===== src/rtl/ex_fp_scheduler_if.sv =====
// Issue / writeback bundle between the EX stage and ex_fp_scheduler.
// master = pipeline side (drives issue operands), slave = scheduler.
interface ex_fp_scheduler_if;
  logic        issue_valid;
  logic        issue_is_nop;
  logic        issue_is_fp;
  logic [4:0]  issue_alu_op;
  logic [4:0]  issue_rd_num;
  logic        issue_reg_write;
  logic        flush;
  logic [31:0] alu_result;
  logic [31:0] falu_result;
  logic [5:0]  fp_flags;
  logic        fp_status_clear;
  logic        stall;
  logic        busy;
  logic        wb_valid;
  logic [31:0] wb_result;
  logic [4:0]  wb_rd_num;
  logic        wb_reg_write;
  logic        wb_is_fp;
  logic [5:0]  wb_fp_flags;
  logic [5:0]  fp_status;
  logic [31:0] perf_stall_cycles;
  logic [31:0] perf_fp_ops;

  modport master (
    output issue_valid, issue_is_nop, issue_is_fp, issue_alu_op, issue_rd_num,
           issue_reg_write, flush, alu_result, falu_result, fp_flags, fp_status_clear,
    input  stall, busy, wb_valid, wb_result, wb_rd_num, wb_reg_write, wb_is_fp,
           wb_fp_flags, fp_status, perf_stall_cycles, perf_fp_ops
  );

  modport slave (
    input  issue_valid, issue_is_nop, issue_is_fp, issue_alu_op, issue_rd_num,
           issue_reg_write, flush, alu_result, falu_result, fp_flags, fp_status_clear,
    output stall, busy, wb_valid, wb_result, wb_rd_num, wb_reg_write, wb_is_fp,
           wb_fp_flags, fp_status, perf_stall_cycles, perf_fp_ops
  );
endinterface


===== src/rtl/ex_fp_scheduler.sv =====
// Execute-stage sequencer: fixed-latency FP ops with front-end stall, one writeback register, sticky FP status.
// Define EX_SCHED_PERF_CNT_EN to build the perf counters; otherwise the perf outputs are tied to 0.
//
// state | meaning
// IDLE  | accepting ops; integer and single-cycle FP ops complete from here
// BUSY  | multi-cycle FP op in flight; r_count==0 marks its completion cycle
module ex_fp_scheduler #(
  parameter int LAT_FADD = 3,
  parameter int LAT_FMUL = 4,
  parameter int LAT_FDIV = 12,
  parameter int CNT_W    = 4
) (
  input logic              clk,
  input logic              reset,
  ex_fp_scheduler_if.slave bus
);
  typedef enum logic {S_IDLE, S_BUSY} state_t;

  state_t           r_state, w_state_nxt;
  logic [CNT_W-1:0] r_count, w_count_nxt;
  logic [15:0]      w_lat;
  logic             w_accept, w_fp_single, w_start_multi;
  logic             w_cap_int, w_cap_fp_single, w_cap_fp_multi, w_fp_done;
  logic             w_stall, w_busy;
  logic             w_unused;

  logic             r_wb_valid, r_wb_reg_write, r_wb_is_fp;
  logic [31:0]      r_wb_result;
  logic [4:0]       r_wb_rd_num, r_pend_rd_num;
  logic             r_pend_reg_write;
  logic [5:0]       r_wb_fp_flags, r_fp_status;

  assign w_unused = ^bus.issue_alu_op[4:2];

  always_comb begin
    case (bus.issue_alu_op[1:0])
      2'b10:   w_lat = 16'(LAT_FMUL);
      2'b11:   w_lat = 16'(LAT_FDIV);
      default: w_lat = 16'(LAT_FADD);
    endcase
  end

  assign w_accept        = bus.issue_valid & ~bus.issue_is_nop & ~bus.flush & (r_state == S_IDLE);
  assign w_fp_single     = (w_lat == 16'd1);
  assign w_cap_int       = w_accept & ~bus.issue_is_fp;
  assign w_cap_fp_single = w_accept & bus.issue_is_fp & w_fp_single;
  assign w_start_multi   = w_accept & bus.issue_is_fp & ~w_fp_single;
  // flush outranks completion in the final BUSY cycle
  assign w_cap_fp_multi  = (r_state == S_BUSY) & (r_count == '0) & ~bus.flush;
  assign w_fp_done       = w_cap_fp_single | w_cap_fp_multi;

  always_comb begin
    w_state_nxt = r_state;
    w_count_nxt = r_count;
    w_stall     = 1'b0;
    w_busy      = 1'b0;
    case (r_state)
      S_IDLE: begin
        if (w_start_multi) begin
          w_stall     = 1'b1;
          w_state_nxt = S_BUSY;
          w_count_nxt = CNT_W'(w_lat - 16'd2);
        end
      end
      S_BUSY: begin
        w_busy = 1'b1;
        if (bus.flush) begin
          w_state_nxt = S_IDLE;
          w_count_nxt = '0;
        end else if (r_count != '0) begin
          w_stall     = 1'b1;
          w_count_nxt = r_count - CNT_W'(1);
        end else begin
          w_state_nxt = S_IDLE;
        end
      end
      default: w_state_nxt = S_IDLE;
    endcase
  end

  always_ff @(posedge clk or posedge reset) begin
    if (reset) begin
      r_state <= S_IDLE;
      r_count <= '0;
    end else begin
      r_state <= w_state_nxt;
      r_count <= w_count_nxt;
    end
  end

  always_ff @(posedge clk or posedge reset) begin
    if (reset) begin
      r_wb_valid       <= 1'b0;
      r_wb_result      <= '0;
      r_wb_rd_num      <= '0;
      r_wb_reg_write   <= 1'b0;
      r_wb_is_fp       <= 1'b0;
      r_wb_fp_flags    <= '0;
      r_fp_status      <= '0;
      r_pend_rd_num    <= '0;
      r_pend_reg_write <= 1'b0;
    end else begin
      r_wb_valid <= w_cap_int | w_fp_done;
      if (w_start_multi) begin
        r_pend_rd_num    <= bus.issue_rd_num;
        r_pend_reg_write <= bus.issue_reg_write;
      end
      if (w_cap_int | w_cap_fp_single) begin
        r_wb_result    <= bus.issue_is_fp ? bus.falu_result : bus.alu_result;
        r_wb_rd_num    <= bus.issue_rd_num;
        r_wb_reg_write <= bus.issue_reg_write;
        r_wb_is_fp     <= bus.issue_is_fp;
        r_wb_fp_flags  <= bus.issue_is_fp ? bus.fp_flags : 6'd0;
      end else if (w_cap_fp_multi) begin
        r_wb_result    <= bus.falu_result;
        r_wb_rd_num    <= r_pend_rd_num;
        r_wb_reg_write <= r_pend_reg_write;
        r_wb_is_fp     <= 1'b1;
        r_wb_fp_flags  <= bus.fp_flags;
      end
      // a clear coinciding with completion keeps only the new flags
      if (w_fp_done)
        r_fp_status <= (bus.fp_status_clear ? 6'd0 : r_fp_status) | bus.fp_flags;
      else if (bus.fp_status_clear)
        r_fp_status <= '0;
    end
  end

  assign bus.stall        = w_stall & ~reset;
  assign bus.busy         = w_busy;
  assign bus.wb_valid     = r_wb_valid;
  assign bus.wb_result    = r_wb_result;
  assign bus.wb_rd_num    = r_wb_rd_num;
  assign bus.wb_reg_write = r_wb_reg_write;
  assign bus.wb_is_fp     = r_wb_is_fp;
  assign bus.wb_fp_flags  = r_wb_fp_flags;
  assign bus.fp_status    = r_fp_status;

`ifdef EX_SCHED_PERF_CNT_EN
  logic [31:0] r_perf_stall, r_perf_fp;
  logic [31:0] w_perf_stall_base, w_perf_fp_base;

  assign w_perf_stall_base = bus.fp_status_clear ? 32'd0 : r_perf_stall;
  assign w_perf_fp_base    = bus.fp_status_clear ? 32'd0 : r_perf_fp;

  always_ff @(posedge clk or posedge reset) begin
    if (reset) begin
      r_perf_stall <= '0;
      r_perf_fp    <= '0;
    end else begin
      r_perf_stall <= (bus.stall && (w_perf_stall_base != '1)) ? w_perf_stall_base + 32'd1
                                                                : w_perf_stall_base;
      r_perf_fp    <= (w_fp_done && (w_perf_fp_base != '1)) ? w_perf_fp_base + 32'd1
                                                             : w_perf_fp_base;
    end
  end

  assign bus.perf_stall_cycles = r_perf_stall;
  assign bus.perf_fp_ops       = r_perf_fp;
`else
  assign bus.perf_stall_cycles = 32'd0;
  assign bus.perf_fp_ops       = 32'd0;
`endif

endmodule


===== src/flat_wrapper.sv =====
// flat-port wrapper written by rule: the top's interface ports become plain ports
module ex_fp_scheduler_flat 
#(
  parameter int LAT_FADD = 3,
  parameter int LAT_FMUL = 4,
  parameter int LAT_FDIV = 12,
  parameter int CNT_W    = 4
)
  (clk, reset, bus_issue_valid, bus_issue_is_nop, bus_issue_is_fp, bus_issue_alu_op, bus_issue_rd_num, bus_issue_reg_write, bus_flush, bus_alu_result, bus_falu_result, bus_fp_flags, bus_fp_status_clear, bus_stall, bus_busy, bus_wb_valid, bus_wb_result, bus_wb_rd_num, bus_wb_reg_write, bus_wb_is_fp, bus_wb_fp_flags, bus_fp_status, bus_perf_stall_cycles, bus_perf_fp_ops);
  ex_fp_scheduler_if bus_i ();
  input logic clk;
  input logic reset;
  input wire logic [$bits(bus_i.issue_valid)-1:0] bus_issue_valid;
  input wire logic [$bits(bus_i.issue_is_nop)-1:0] bus_issue_is_nop;
  input wire logic [$bits(bus_i.issue_is_fp)-1:0] bus_issue_is_fp;
  input wire logic [$bits(bus_i.issue_alu_op)-1:0] bus_issue_alu_op;
  input wire logic [$bits(bus_i.issue_rd_num)-1:0] bus_issue_rd_num;
  input wire logic [$bits(bus_i.issue_reg_write)-1:0] bus_issue_reg_write;
  input wire logic [$bits(bus_i.flush)-1:0] bus_flush;
  input wire logic [$bits(bus_i.alu_result)-1:0] bus_alu_result;
  input wire logic [$bits(bus_i.falu_result)-1:0] bus_falu_result;
  input wire logic [$bits(bus_i.fp_flags)-1:0] bus_fp_flags;
  input wire logic [$bits(bus_i.fp_status_clear)-1:0] bus_fp_status_clear;
  output wire logic [$bits(bus_i.stall)-1:0] bus_stall;
  output wire logic [$bits(bus_i.busy)-1:0] bus_busy;
  output wire logic [$bits(bus_i.wb_valid)-1:0] bus_wb_valid;
  output wire logic [$bits(bus_i.wb_result)-1:0] bus_wb_result;
  output wire logic [$bits(bus_i.wb_rd_num)-1:0] bus_wb_rd_num;
  output wire logic [$bits(bus_i.wb_reg_write)-1:0] bus_wb_reg_write;
  output wire logic [$bits(bus_i.wb_is_fp)-1:0] bus_wb_is_fp;
  output wire logic [$bits(bus_i.wb_fp_flags)-1:0] bus_wb_fp_flags;
  output wire logic [$bits(bus_i.fp_status)-1:0] bus_fp_status;
  output wire logic [$bits(bus_i.perf_stall_cycles)-1:0] bus_perf_stall_cycles;
  output wire logic [$bits(bus_i.perf_fp_ops)-1:0] bus_perf_fp_ops;
  assign bus_i.issue_valid = bus_issue_valid;
  assign bus_i.issue_is_nop = bus_issue_is_nop;
  assign bus_i.issue_is_fp = bus_issue_is_fp;
  assign bus_i.issue_alu_op = bus_issue_alu_op;
  assign bus_i.issue_rd_num = bus_issue_rd_num;
  assign bus_i.issue_reg_write = bus_issue_reg_write;
  assign bus_i.flush = bus_flush;
  assign bus_i.alu_result = bus_alu_result;
  assign bus_i.falu_result = bus_falu_result;
  assign bus_i.fp_flags = bus_fp_flags;
  assign bus_i.fp_status_clear = bus_fp_status_clear;
  assign bus_stall = bus_i.stall;
  assign bus_busy = bus_i.busy;
  assign bus_wb_valid = bus_i.wb_valid;
  assign bus_wb_result = bus_i.wb_result;
  assign bus_wb_rd_num = bus_i.wb_rd_num;
  assign bus_wb_reg_write = bus_i.wb_reg_write;
  assign bus_wb_is_fp = bus_i.wb_is_fp;
  assign bus_wb_fp_flags = bus_i.wb_fp_flags;
  assign bus_fp_status = bus_i.fp_status;
  assign bus_perf_stall_cycles = bus_i.perf_stall_cycles;
  assign bus_perf_fp_ops = bus_i.perf_fp_ops;
  ex_fp_scheduler #(.LAT_FADD(LAT_FADD), .LAT_FMUL(LAT_FMUL), .LAT_FDIV(LAT_FDIV), .CNT_W(CNT_W)) u_core (.clk(clk), .reset(reset), .bus(bus_i));
endmodule

===== config.mk =====
export PLATFORM = sky130hd
export DESIGN_NAME = ex_fp_scheduler_flat
export DESIGN_NICKNAME = d
export VERILOG_FILES = /design/src/rtl/ex_fp_scheduler_if.sv /design/src/rtl/ex_fp_scheduler.sv /design/src/flat_wrapper.sv
export SDC_FILE = /design/constraint.sdc
export NUM_CORES = 1
export LEC_CHECK = 0
export CORE_MARGIN = 2
export CORE_UTILIZATION = 31
export CTS_CLUSTER_SIZE = 24
export DETAILED_ROUTE_END_ITERATION = 8
export PLACE_DENSITY_LB_ADDON = 0.1
export SYNTH_ARGS = -nofsm -noshare
export SYNTH_HDL_FRONTEND = slang
export SYNTH_SLANG_ARGS = --single-unit

===== constraint.sdc =====
create_clock -name clk -period 6.6 [get_ports clk]
set_clock_uncertainty 0.15 [all_clocks]
set_input_delay 0.66 -clock clk [delete_from_list [all_inputs] [get_ports clk]]
set_output_delay 0.66 -clock clk [all_outputs]
set_load 0.02 [all_outputs]

==> flow_summary.toml, run 1 <==
[clock_network]
post_cts_resized = 0
root_buffer = "clkbuf_8"
cts_max_level = 3
cts.sinks = 63
post_cts_buffers = 0
cts_tree = "done"
numCtsBuffers = 9
path_clk_slew_ns = 0.07
cts_buffer_depth = 2
cts_hold_buf = 0
clkLatencyLatePin_ns = 0.33

[grt]
grt_pass1_vias = 2425
grt_max_degree = 65
use_met3_pct = 5.46
grtUsageMet1_pct = 18.9
grt_pass1_wl_um = 12700
met2_usage_pct = 22.4
busiest_layer = "met2"
overflow = 0
grtUsageTotal_pct = 14.5
antenna_found_initial = 0

[die]
fp.dieH_um = 107
row_count = 37
ios = 206
start_util_pct = 31.7
die_area_sq_um = 11300
die_w_um = 107
core_area_sq_um = 10300

[timing]
finalSetupTns_ns = 0
slew_headroom_pct = 45.1
tightest_slew_ns = 0.823
setup_violations = 0
finalCritPeriodShare_pct = 55.2
hold_ws_ns = 0.328
hold_viol_final = 0
worst_slack_ns = 2.96
final.min_clock_period_ns = 3.64
slew_viol_final = 0
grt_setup_unrepaired = "false"
fmax_ghz = 0.275

[setup_path]
cp.required_ns = 5.79
critPathSlowestCell = "clkdlybuf4s50_1"
crit_chain = "clkdlybuf4s50_1, nor4b_4, nand2_1, o21ai_0, and2_1, clkdlybuf4s50_1"
critPathKind = "input pin to primary output"
crit_top_cell = "clkdlybuf4s50_1"
worstPathArrival_ns = 2.83
max_stage_delay_ns = 0.60
end_kind = "primary output"
crit_fanout = 7
startpoint_type = "input pin"

[yosys]
netlist_area_sq_um = 3260
syn_avg_cell_area_sq_um = 9.87
synth_common_cells = "67 x buf_4, 65 x nand2_1, 63 x dfrtp_1, 35 x o21ai_0, 31 x mux2i_1"
synth_xor_area_share_pct = 0
postSynthCellCount = 330
yosys_register_bits = 63
synth_compound_area_share_pct = 9.52
synthTopCellsByArea = "dfrtp_1 48%, buf_4 15%, mux2i_1 9.5%"
synth-edff-count = 0
synth_top_family_by_area = "buffers and inverters"
ys.warnings.count = 0
synthMuxAreaShare_pct = 11.6
synth-adder-area-share_pct = 0.768
synth-simple-area-share_pct = 11.4
synth_ff_type = "dfrtp_1"
synth_cell_types = 27
yosysSeqAreaShare_pct = 48.4
yosys.area.top_type_share_pct = 48.4
synthArstFlopShare_pct = 100
yosysTopAreaCell = "dfrtp_1"
synth.most_common_cell = "buf_4"

[final_layout]
layout-drive-gt1-share_pct = 6.55
fin_cells = 609
seq_area_sq_um = 1580
area_growth_pct = 46.0
n_antenna_cell = 0
final_util_pct = 46.3
final_nets = 559
multiInputGateArea_sq_um = 1330
fillCellCount = 978

[flow_run]
cap_violations = 0

[worst_hold_path]
min_path_type = "register to register"

[power]
switching_share_pct = 31.3
p_leak_uw = 0.00222
clkPwrFrac_pct = 28.7
p_sw_uw = 425
vdd_drop_max_v = 0.000123
seq_power_share_pct = 38.2
intPower_uw = 930
pwr-share-comb_pct = 33.0
powerDensity_nw_per_um2 = 285

[routing]
first_pass_iters = 4
drtIter0Drc = 83
vias = 2546
routed_wl_um = 8340
antenna_left = 0
remaining_drc_errors = 0
vias_per_cell = 4.18
wl_per_cell_um = 13.7

[place]
hpwl_um = 5800
pre_cts_ws_ns = 2.94
gp_congestion = 0.737
io_buffers = 138
dp.cells = 594

[outcome]
status = "completed"
[cells by family after synthesis]
group           after synthesis
flops                        63
simple gates                 83
compound gates               55
mux                          37
buf+inv                      89
other cells                   1
fa+ha+maj                     2
[final timing paths]
check / to / startpoint / cells after the start / slack (ns)
max: bus_stall / bus_flush / 6 / 2.96
min: u_core.bus.wb_fp_flags[5] / u_core.bus.wb_fp_flags[5] / 2 / 0.33
max reg2reg: u_core.bus.wb_result[26] / u_core.r_state / 4 / 4.40
min in group asynchronous: u_core.bus.wb_result[4] / reset / 3 / 0.75
min reg2reg: u_core.bus.wb_fp_flags[5] / u_core.bus.wb_fp_flags[5] / 2 / 0.33
max in group asynchronous: u_core.bus.wb_rd_num[4] / reset / 3 / 5.02
[flip-flops by register name, summed over array words and instances (netlist names)]
name and count:
u_core.bus.wb_result 32, u_core.bus.fp_status 6, u_core.bus.wb_fp_flags 6, u_core.bus.wb_rd_num 5
u_core.r_pend_rd_num 5, u_core.r_count 4, u_core.bus.wb_is_fp 1, u_core.bus.wb_reg_write 1
u_core.bus.wb_valid 1, u_core.r_pend_reg_write 1, u_core.r_state 1
[power groups by stage]
stage | Clock (uW) | Sequential [uW] | Combinational, uW
floorplan | 0 | 612 | 160
global placement | 0 | 521 | 450
detailed placement | 0 | 525 | 452
CTS | 402 | 518 | 453
global route | 417 | 531 | 483
finish | 389 | 518 | 448
[per-stage QoR]
step | cell area, sq um | total power (uW)
after floorplan | 3490 | 772
after global placement | 4530 | 970
after detailed placement | 4530 | 977
after CTS | 4760 | 1370
after global routing | 4760 | 1430
final | 4760 | 1350
[critical path: cells and delay by family]
kind,cells,cell delay [ns]
AND/OR/NAND/NOR,3,0.86
AO/OA/AOI/OAI,1,0.20
buffers and inverters,2,1.09
[final cells by class]
type                       count  area share [%]
sequential                    63            33.1
clock buffer                  12            3.47
tap                          136            3.58
multi-input combinational    241            27.8
timing repair buffer         142            29.7
clock inverter                 3            1.37
inverter                      12           0.947
[cell usage in the layout, fill, tap and decap left out, types with 2 or more instances in the layout]
| cell type | count |
|---|---|
| and2_1 | 2 |
| nand2_1 | 65 |
| clkdlybuf4s50_1 | 138 |
| inv_1 | 11 |
| buf_4 | 4 |
| a21oi_1 | 2 |
| mux2_2 | 6 |
| dfrtp_1 | 63 |
| conb_1 | 64 |
| clkbuf_8 | 12 |
| o21ai_0 | 35 |
| or4b_1 | 2 |
| a22oi_1 | 8 |
| ha_1 | 2 |
| nor2_1 | 7 |
| bufinv_16 | 2 |
| mux2i_1 | 31 |
| o21ai_1 | 6 |
[metal layers]
metal  wire length [um]  up-vias
met5                  0        -
met4                 86        0
met3                847        9
met2               3740      124
met1               3670     1177
li1                   -     1236
(Power assumes the default switching activity.)
==> run 2: changes to the inputs <==
==> constraint.sdc (replaced) <==
create_clock -name clk -period 3.6 [get_ports clk]
set_clock_uncertainty 0.15 [all_clocks]
set_input_delay 0.36 -clock clk [delete_from_list [all_inputs] [get_ports clk]]
set_output_delay 0.36 -clock clk [all_outputs]
set_load 0.02 [all_outputs]
==> run 2 against run 1 <==
  * Sequential share of layout area fell by 0.087 points
  * Combinational power rose by 84%
  * Routed wire length rose by 0.66%
  * Register-to-register slack got worse by 2.9 ns
  * Cell count did not move
  * Via count rose by 0.16%
  * Worst hold slack got worse by 0.0059 ns
  * Non-clock buffer count did not move
  * Critical path depth did not move
  * Clock-buffer cell count did not move
  * First-iteration DRC count rose by 28%
  * Total power rose by 83%
==> flow_summary.toml, run 2 (synthesis results as in run 1) <==
[routing]
first_pass_iters = 4
drtIter0Drc = 106
antenna_left = 0
dr_wl_met2_um = 3690
remaining_drc_errors = 0
wl_per_cell_um = 13.8
wl_met1_um = 3770
routed_wl_um = 8400
top_layer = "met4"
vias = 2550
wl_met3_um = 805
vias_per_cell = 4.19

[final_layout]
largest_reg_flops = 32
area_growth_pct = 46.4
layout_commonest_cell = "clkdlybuf4s50_1"
fin_cells = 609
final_nets = 559
layout_common_cells = "138 x clkdlybuf4s50_1, 65 x nand2_1, 64 x conb_1"
final_area_sq_um = 4770
layout-drive-gt1-share_pct = 6.55
n_antenna_cell = 0

[grt]
grt_pass1_wl_um = 12700
grt_max_degree = 64
grt_pass1_vias = 2421
overflow = 0
antenna_found_initial = 0
grtUsageTotal_pct = 14.5

[worst_hold_path]
min_path_type = "register to register"
hold_path_depth = 2
hold_path.startpoint = "u_core.bus.wb_reg_write"
holdPathEnd = "u_core.bus.wb_reg_write"

[setup_path]
crit_chain = "clkdlybuf4s50_1, nor4b_4, nand2_1, o21ai_0, and2_1, clkdlybuf4s50_1"
critPathKind = "input pin to primary output"
critPathSlowestCell = "clkdlybuf4s50_1"
r2r-start = "u_core.r_count[0]"
crit_top_cell = "clkdlybuf4s50_1"
cp.required_ns = 3.09
worstRegToRegCells = 7
r2r_end = "u_core.bus.wb_result[27]"
path_buf_inv = 2
crit_family = "buffers and inverters"
end_kind = "primary output"
cp-startpoint = "bus_flush"
max_stage_delay_ns = 0.61
worstSetupPathDepth = 6
crit_fanout = 7
worstPathArrival_ns = 2.46
startpoint_type = "input pin"
r2r_setup_slack_ns = 1.50

[timing]
slew_headroom_pct = 44.8
finalCritPeriodShare_pct = 82.4
grt_setup_unrepaired = "false"
final.min_clock_period_ns = 2.97
hold_viol_final = 0
setup_violations = 0
finalSetupTns_ns = 0
slew_viol_final = 0
tightest_slew_ns = 0.827
fmax_ghz = 0.337
worst_slack_ns = 0.634

[clock_network]
cts_hold_buf = 0
path_clk_slew_ns = 0.07
cts.sinks = 63
post_cts_resized = 0
numCtsBuffers = 9
cts_buffer_depth = 2
root_buffer = "clkbuf_8"
clkLatencyLatePin_ns = 0.33
cts_max_level = 3
cts_tree = "done"
post_cts_buffers = 0

[die]
ios = 206
core_area_sq_um = 10300
fp.dieH_um = 107
die_w_um = 107
row_count = 37
die_area_sq_um = 11300
start_util_pct = 31.7

[flow_run]
cap_violations = 0

[place]
io_buffers = 138
dp.cells = 594
pre_cts_ws_ns = 0.606
place_area_sq_um = 4540
hpwl_um = 5960
gp_congestion = 0.736

[outcome]
status = "completed"

[power]
p_leak_uw = 0.00222
vdd_drop_max_v = 0.000215
powerDensity_nw_per_um2 = 520
run 2: how the worst max path moves through the flow:
stage	endpoint	slack (ns)
floorplan	bus_stall	1.02
global placement	bus_stall	0.57
detailed placement	bus_stall	0.61
CTS	bus_stall	0.60
global route	bus_stall	0.42
finish	bus_stall	0.63
run 2: stage by stage:
stage	utilization, %	hold WS (ns)	total power, uW
global route	46.4	0.346	2620
global placement	44.2	0.310	1780
floorplan	-	0.306	1420
finish	46.4	0.322	2480
detailed placement	44.2	0.313	1790
CTS	46.4	0.332	2520
run 2: power breakdown:
group / switching [uW] / leakage, uW / internal, uW
Sequential: 82.6 / 0.000803 / 865
Clock: 267 / 0.000118 / 442
Combinational: 423 / 0.00130 / 400
run 2: routing by layer:
metal  up-vias  track usage, %
met5         -               0
met4         0            5.66
met3        10            4.23
met2       121            22.4
met1      1180            19.1
li1       1239               -
run 2: cell type report:
cell class	count	area, sq um
Inverter	12	45.0
Fill cell	1014	5510
Multi-Input combinational cell	241	1330
Timing Repair Buffer	142	1420
Clock inverter	3	65.1
Tap cell	136	170
Clock buffer	12	165
Sequential cell	63	1580
run 2: tightest hold or removal path: stages, from the launching register on:
cell and delay (ns):
dfrtp_1 0.34, nand2_1 0.05, nand2_1 0.05
==> run 3: changes to the inputs <==
==> constraint.sdc (replaced) <==
create_clock -name clk -period 2.5 [get_ports clk]
set_clock_uncertainty 0.15 [all_clocks]
set_input_delay 0.25 -clock clk [delete_from_list [all_inputs] [get_ports clk]]
set_output_delay 0.25 -clock clk [all_outputs]
set_load 0.02 [all_outputs]
==> run 3 against run 2 <==
  * Cell area up 0.42%
  * Worst hold slack worse by 0.025 ns
  * Core utilization up 0.19 points
  * Die area unchanged
  * Highest routed layer unchanged
==> flow_summary.toml, run 3 (synthesis results as in run 1) <==
[power]
vdd_drop_max_v = 0.000303
p_leak_uw = 0.00224
powerDensity_nw_per_um2 = 702

[die]
die_w_um = 107
ios = 206
fp.dieH_um = 107
die_area_sq_um = 11300
start_util_pct = 31.7
core_area_sq_um = 10300
row_count = 37

[setup_path]
crit_chain = "inv_1, ha_1, nor3b_4, o21ai_0, and2_1, dlygate4sd2_1"
worstPathArrival_ns = 1.89
cp.required_ns = 2.10
critPathSlowestCell = "dfrtp_1"
worstSetupPathDepth = 6
crit_family = "buffers and inverters"
critPathKind = "register to primary output"
crit_fanout = 4
worstRegToRegCells = 7
end_kind = "primary output"
path_buf_inv = 2
max_stage_delay_ns = 0.40
startpoint_type = "register"

[timing]
final.min_clock_period_ns = 2.29
slew_viol_final = 0
grt_setup_unrepaired = "false"
hold_viol_final = 0
finalCritPeriodShare_pct = 91.8
slew_headroom_pct = 43.5
fmax_ghz = 0.436
setup_violations = 0
finalSetupTns_ns = 0
tightest_slew_ns = 0.847

[flow_run]
cap_violations = 0

[final_layout]
n_antenna_cell = 0
layout_commonest_cell = "clkdlybuf4s50_1"
fillCellCount = 1028
area_growth_pct = 47.0
largest_reg_flops = 32
final_nets = 565
layout-drive-gt1-share_pct = 7.71
final_area_sq_um = 4790
layout_common_cells = "137 x clkdlybuf4s50_1, 65 x nand2_1, 64 x conb_1"

[clock_network]
cts_buffer_depth = 2
cts_hold_buf = 0
post_cts_buffers = 0
root_buffer = "clkbuf_8"
path_clk_slew_ns = 0.07
clkLatencyLatePin_ns = 0.33
cts_tree = "done"
post_cts_resized = 2
cts.sinks = 63
numCtsBuffers = 9
cts_max_level = 3

[routing]
wl_per_cell_um = 14.0
antenna_left = 0
routed_wl_um = 8610
vias_per_cell = 4.19
drtIter0Drc = 89
vias = 2578
remaining_drc_errors = 0
first_pass_iters = 4

[grt]
grtUsageTotal_pct = 15.2
grt_pass1_vias = 2553
grt_max_degree = 64
grt_pass1_wl_um = 13300
overflow = 0
antenna_found_initial = 0

[outcome]
status = "completed"

[worst_hold_path]
min_path_type = "input pin to register"
hold_path_depth = 3

[place]
io_buffers = 138
hpwl_um = 6080
gp_congestion = 0.749
place_area_sq_um = 4610
==> run 3: changes by cell type in the layout (fill, tap and decap cells not counted), sizes merged <==
cell | before | now
buf | 4 | 10
bufinv | 2 | 0
clkdlybuf4s50 | 138 | 137
clkinv | 1 | 4
dlygate4sd2 | 0 | 1
==> run 3: per-stage QoR <==
step           instances  utilization, %  hold slack, ns  power (uW)  worst slack (ns)
3_3_place_gp         600            44.9           0.309        2570            0.0624
6_report             616            46.6           0.298        3360             0.206
5_1_grt              616            46.6           0.294        3570            0.0629
2_1_floorplan        393               -           0.196        2040             0.137
4_1_cts              616            46.6           0.280        3420             0.177
3_5_place_dp         600            44.9           0.311        2590            0.0777
==> run 3: final timing paths <==
kind,startpoint,end,slack [ns]
min in group asynchronous,reset,u_core.bus.wb_result[14],0.35
worst max-delay path,u_core.r_count[0],bus_stall,0.21
max in group asynchronous,reset,u_core.bus.wb_result[26],1.27
worst min-delay path,bus_alu_result[21],u_core.bus.wb_result[21],0.30
worst max register to register,u_core.r_count[0],u_core.bus.wb_result[26],0.56
worst min register to register,u_core.bus.wb_reg_write,u_core.bus.wb_reg_write,0.32
==> run 3: cell type report <==
class	count	area, sq um	area share [%]
Sequential cell	63	1580	32.9
Timing Repair Buffer	148	1490	31.2
Multi-Input combinational cell	241	1330	27.8
Tap cell	136	170	3.55
Clock buffer	12	155	3.24
Inverter	12	45.0	0.940
Clock inverter	4	20.0	0.418
==> run 3: worst reg2reg max path, cell delays in order (launching register included) <==
cell and delay (ns):
dfrtp_1 0.40, inv_1 0.11, ha_1 0.17, nor3b_4 0.25, and2_1 0.22, buf_12 0.22
mux2i_1 0.21, o21ai_0 0.08
==> run 3: power breakdown <==
| group | total, uW | switching (uW) | internal (uW) |
|---|---|---|---|
| clock network | 803 | 395 | 408 |
| registers | 1370 | 122 | 1240 |
| logic | 1190 | 611 | 584 |
==> run 3: per-layer routing <==
| layer | vias up | global-route usage (%) | share of wire [%] |
|---|---|---|---|
| met5 | - | 0 | 0 |
| met1 | 1193 | 19.8 | 46 |
| met3 | 8 | 3.92 | 7.6 |
| met4 | 0 | 5.29 | 1.1 |
| li1 | 1254 | - | - |
| met2 | 123 | 24.4 | 45 |
